==> config.mk <==
export PLATFORM = sky130hd
export DESIGN_NAME = mem_word_adapter
export DESIGN_NICKNAME = d
export VERILOG_FILES = /design/src/rtl/mem_word_adapter.sv
export SDC_FILE = /design/constraint.sdc
export NUM_CORES = 1
export LEC_CHECK = 0
export CELL_PAD_IN_SITES_DETAIL_PLACEMENT = 2
export CELL_PAD_IN_SITES_GLOBAL_PLACEMENT = 2
export CORE_MARGIN = 2
export CORE_UTILIZATION = 28
export DETAILED_ROUTE_END_ITERATION = 6
export PLACE_DENSITY_LB_ADDON = 0.08
export SYNTH_ARGS = -nofsm -noshare
export SYNTH_HDL_FRONTEND = slang
export SYNTH_SLANG_ARGS = --single-unit
==> constraint.sdc <==
create_clock -name clk -period 1.85 [get_ports clk]
set_input_delay 0.2775 -clock clk [delete_from_list [all_inputs] [get_ports clk]]
set_output_delay 0.2775 -clock clk [all_outputs]
set_load 0.005 [all_outputs]
==> src/rtl/mem_word_adapter.sv <==
// Splits one 32-bit MCU word request into two halfword accesses on a 16-bit
// byte-enabled RAM (low halfword first) and reassembles read data.
module mem_word_adapter #(
    parameter int unsigned ADDR_WIDTH = 12
) (
    input  logic                  clk,
    input  logic                  reset_n,
    input  logic                  mem_req,
    input  logic                  mem_we,
    input  logic [3:0]            mem_be,
    input  logic [ADDR_WIDTH-2:0] mem_addr,
    input  logic [31:0]           mem_wdata,
    output logic                  mem_busy,
    output logic                  mem_ack,
    output logic [31:0]           mem_rdata,
    output logic [ADDR_WIDTH-1:0] ram_addr,
    output logic [15:0]           ram_din,
    output logic [1:0]            ram_write_en,
    input  logic [15:0]           ram_dout
);

    localparam int unsigned WORD_AW = ADDR_WIDTH - 1;

    typedef enum logic [1:0] {
        IDLE = 2'd0,
        LO   = 2'd1,
        HI   = 2'd2,
        CAP  = 2'd3
    } state_t;

    state_t               state;
    logic [WORD_AW-1:0]   addr_q;
    logic                 we_q;
    logic [3:0]           be_q;
    logic [31:0]          wdata_q;
    logic [15:0]          lo_cap;

    // Outputs are loaded one edge ahead so they line up with the state they belong to.
    always_ff @(posedge clk) begin
        if (!reset_n) begin
            state        <= IDLE;
            addr_q       <= '0;
            we_q         <= 1'b0;
            be_q         <= 4'b0000;
            wdata_q      <= 32'h0;
            lo_cap       <= 16'h0;
            mem_busy     <= 1'b0;
            mem_ack      <= 1'b0;
            mem_rdata    <= 32'h0;
            ram_addr     <= '0;
            ram_din      <= 16'h0;
            ram_write_en <= 2'b00;
        end else begin
            mem_ack <= 1'b0;
            case (state)
                IDLE: begin
                    if (mem_req) begin
                        addr_q       <= mem_addr;
                        we_q         <= mem_we;
                        be_q         <= mem_be;
                        wdata_q      <= mem_wdata;
                        ram_addr     <= {mem_addr, 1'b0};
                        ram_din      <= mem_wdata[15:0];
                        ram_write_en <= mem_we ? mem_be[1:0] : 2'b00;
                        mem_busy     <= 1'b1;
                        state        <= LO;
                    end
                end
                LO: begin
                    ram_addr     <= {addr_q, 1'b1};
                    ram_din      <= wdata_q[31:16];
                    ram_write_en <= we_q ? be_q[3:2] : 2'b00;
                    state        <= HI;
                end
                HI: begin
                    ram_write_en <= 2'b00;
                    if (we_q) begin
                        mem_ack  <= 1'b1;
                        mem_busy <= 1'b0;
                        state    <= IDLE;
                    end else begin
                        // RAM output now carries the low halfword read issued in LO.
                        lo_cap <= ram_dout;
                        state  <= CAP;
                    end
                end
                CAP: begin
                    mem_rdata <= {ram_dout, lo_cap};
                    mem_ack   <= 1'b1;
                    mem_busy  <= 1'b0;
                    state     <= IDLE;
                end
                default: begin
                    ram_write_en <= 2'b00;
                    state        <= IDLE;
                end
            endcase
        end
    end

endmodule

==> metrics.txt <==
# TYPE chip_impl_metric gauge
chip_impl_metric{name="setup_ws_pre_cts",unit="ps"} 60.3
chip_impl_metric{name="max_slew_margin",unit="%"} 67.4
chip_impl_metric{name="detailedPlacementHpwl",unit="um"} 8990
chip_impl_info{name="synth_ff_type",value="dfxtp_1"} 1
chip_impl_metric{name="grt_start_max_net_pins",unit=""} 113
chip_impl_info{name="post-synth-top-count-cell",value="nand2_1"} 1
chip_impl_metric{name="gp_congestion",unit=""} 0.737
chip_impl_metric{name="core_area",unit="mm^2"} 0.0159
chip_impl_metric{name="via_count_of_the_first_global_routing_pass",unit=""} 4046
chip_impl_metric{name="worstPathMaxFanout",unit=""} 28
chip_impl_info{name="unrepaired_setup_endpoints_after_global_routing",value="no"} 1
chip_impl_metric{name="final-setup-viol-count",unit=""} 0
chip_impl_metric{name="avgRoutedWirePerCell",unit="um"} 16.5
chip_impl_metric{name="vias",unit=""} 3697
chip_impl_metric{name="overflow",unit=""} 0
chip_impl_metric{name="worst_ir_drop_vdd",unit="mV"} 0.434
chip_impl_metric{name="ctsLongestPathBuffers",unit=""} 2
chip_impl_metric{name="hold_depth",unit=""} 2
chip_impl_metric{name="antenna_found_initial",unit=""} 0
chip_impl_metric{name="synth.avg_cell_area",unit="um^2"} 9.76
chip_impl_metric{name="drcViolationCount",unit=""} 0
chip_impl_metric{name="postCtsResizedCells",unit=""} 1
chip_impl_info{name="tritoncts",value="built"} 1
chip_impl_metric{name="floorplan.die.width",unit="um"} 132
chip_impl_metric{name="power.density_cell_area",unit="mW/mm^2"} 954
chip_impl_metric{name="tritoncts_num_sinks",unit=""} 112
chip_impl_metric{name="report.final.slew_viol_count",unit=""} 0
chip_impl_metric{name="detailed_router_iteration_count_before_antenna_repair",unit=""} 4
chip_impl_metric{name="floorplan.die.height",unit="um"} 132
chip_impl_metric{name="syn_inst",unit=""} 468
chip_impl_metric{name="layout.cell_area.non_filler",unit="mm^2"} 0.00638
chip_impl_metric{name="final.setup.tns",unit="ps"} 0
chip_impl_metric{name="synth-seq-area-share",unit="%"} 49.1
chip_impl_metric{name="placedInstanceArea",unit="mm^2"} 0.00611
chip_impl_metric{name="fp.dieArea",unit="mm^2"} 0.0173
chip_impl_metric{name="yosys_warnings",unit=""} 0
chip_impl_metric{name="post_synth_num_cell_types",unit=""} 26
chip_impl_metric{name="gr-usage-all-layers",unit="%"} 15.7
chip_impl_metric{name="design_power_total",unit="mW"} 6.09
chip_impl_metric{name="cts.repair_timing.setup_buffer_count",unit=""} 0
chip_impl_metric{name="drt_iter0_drc",unit=""} 196
chip_impl_metric{name="core.rowCount",unit=""} 46
chip_impl_metric{name="multi_input_comb_area",unit="mm^2"} 0.00212
chip_impl_metric{name="vias_per_cell",unit=""} 4.59
chip_impl_metric{name="ios",unit=""} 131
chip_impl_metric{name="edff_count_synth",unit=""} 0
chip_impl_info{name="worst_hold_path_type",value="flip-flop to flip-flop"} 1
chip_impl_info{name="synth_commonest_cells",value="120 x nand2_1, 112 x dfxtp_1, 59 x mux2i_1, 46 x a21boi_0, 35 x nor2b_1"} 1
chip_impl_metric{name="timing.final.ws_setup",unit="ps"} 186
chip_impl_metric{name="tritoncts.num_buffers",unit=""} 9
chip_impl_metric{name="antennaDiodeCount",unit=""} 0
chip_impl_metric{name="insertion_delay",unit="ps"} 350
chip_impl_metric{name="drv.max_cap_violation_count",unit=""} 0
chip_impl_metric{name="num-fill-cells",unit=""} 1721
chip_impl_info{name="area_leader_netlist",value="dfxtp_1"} 1
chip_impl_metric{name="highest_clock_frequency_the_design_can_meet",unit="MHz"} 601
chip_impl_metric{name="worst-slew-pin-transition",unit="ps"} 488
chip_impl_metric{name="drive_above_1_share",unit="%"} 5.42
chip_impl_metric{name="postCtsHoldBufs",unit=""} 0
chip_impl_metric{name="finalHoldViolCount",unit=""} 0
chip_impl_metric{name="critical_path_arrival",unit="ps"} 1900
chip_impl_info{name="critPathCaptureType",value="flip-flop"} 1
chip_impl_metric{name="area.sequential",unit="mm^2"} 0.00224
chip_impl_metric{name="finalCritPeriodShare",unit="%"} 89.9
chip_impl_info{name="synth_area_leaders",value="dfxtp_1 49%, mux2i_1 13%, nand2_1 9.9%, a21boi_0 7.6%, o211a_1 6.4%"} 1
chip_impl_metric{name="synthDominantCellAreaShare",unit="%"} 49.1
chip_impl_info{name="worst-setup-path-type",value="flip-flop to flip-flop"} 1
chip_impl_metric{name="design.final.nets",unit=""} 659
chip_impl_metric{name="timing.critical_path.required",unit="ps"} 2090
chip_impl_metric{name="synth_area",unit="mm^2"} 0.00457
chip_impl_info{name="result_of_the_run",value="finished clean"} 1
chip_impl_metric{name="cts.clk_slew.worst_paths",unit="ps"} 70
chip_impl_metric{name="layout_overhead_on_the_synthesized_area",unit="%"} 39.8
chip_impl_metric{name="grt_first_pass_wirelength",unit="um"} 21800
chip_impl_metric{name="drt_total_wl",unit="um"} 13300
chip_impl_info{name="worstSetupStartpointType",value="flip-flop"} 1
chip_impl_metric{name="ff2ff_path_depth",unit=""} 5
chip_impl_metric{name="postRouteAntennaNets",unit=""} 0
chip_impl_metric{name="synth_fp_nets",unit=""} 540
chip_impl_metric{name="fin_crit",unit="ps"} 1660
chip_impl_metric{name="io_buffer_count",unit=""} 130
chip_impl_metric{name="worst_clock_skew",unit="ps"} 6.93
chip_impl_metric{name="power.static_leakage",unit="nW"} 2.47
chip_impl_info{name="cts-root-buf",value="clkbuf_16"} 1
chip_impl_metric{name="cts_max_level",unit=""} 3
chip_impl_metric{name="async_reset_ff_share",unit="%"} 0
chip_impl_metric{name="initial_utilization",unit="%"} 28.7
chip_impl_metric{name="synth-seq-cells",unit=""} 112
[registers in the layout (all words and copies together), names as in the netlist]
register	count
lo_cap	16
be_q	2
mem_busy	1
ram_addr	12
state	2
we_q	1
ram_din	16
mem_ack	1
mem_rdata	32
wdata_q	16
addr_q	11
ram_write_en	2
[critical path: stages (launching register included)]
cell and delay [ps]:
dfxtp_1 340, inv_1 140, ha_1 260, mux2_2 410
buf_12 180, o211a_1 220
[final cells by class]
type	instances	share of cell area, %
Inverter	2	0.118
Timing Repair Buffer	144	23.1
Multi-Input combinational cell	318	33.3
Clock inverter	3	0.314
Clock buffer	11	3.80
Sequential cell	112	35.1
Tap cell	216	4.24
[per-stage QoR]
stage / utilization [%] / hold WS (ps) / cells
finish: 40.2 / 471 / 806
CTS: 40.2 / 475 / 806
global placement: 38.5 / 450 / 792
global route: 40.2 / 499 / 806
floorplan: - / 412 / 468
detailed placement: 38.5 / 465 / 792
[placed cells by master (no fill, tap or decap), drive strengths merged]
master         synthesis  routed
clkinvlp               0       2
o31ai                  1       1
nand3                  1       1
nand2b                 2       2
nand4                  2       2
a21oi                  2       2
buf                   21      15
and2                   1       1
mux2i                 59      59
inv                    2       2
a21boi                48      48
nor2b                 35      35
or4                    1       1
nand2                120     120
clkinv                 0       1
nor3                   1       1
nand3b                 2       2
ha                     5       5
dfxtp                112     112
clkdlybuf4s50          0     129
clkbuf                15      11
mux2                   1       1
o211a                 29      29
nor2                   3       3
o21ai                  3       3
nand4b                 2       2
[routing by layer]
metal,up-vias,track usage (%),routed length [um]
met3,11,3.67,597
met2,77,27.1,6520
met4,0,5.98,202
met1,1804,18.9,5980
li1,1805,-,-
met5,-,0,0
[path summary, 6_finish.rpt]
kind / start / end / slack [ps]
hold / removal: addr_q[10] / addr_q[10] / 470
hold reg to reg: addr_q[10] / addr_q[10] / 470
setup reg to reg: state[1] / ram_din[11] / 190
setup / recovery: state[1] / ram_din[11] / 190
[power by group]
part | switching, mW | internal (mW) | total, mW | leakage, nW
registers | 0.133 | 2.65 | 2.78 | 0.915
clock network | 0.892 | 0.936 | 1.83 | 0.123
logic | 0.675 | 0.801 | 1.48 | 1.43
[cell families (layout without fill, tap and decap cells)]
kind of cell / count (synthesis) / in the layout / synth area share (%)
compound gates: 83 / 83 / 15.0
buf+inv: 38 / 160 / 4.69
mux: 60 / 60 / 13.2
fa+ha+maj: 5 / 5 / 1.37
simple gates: 170 / 170 / 16.7
flops: 112 / 112 / 49.1
Power figures use the tool's default switching activity.
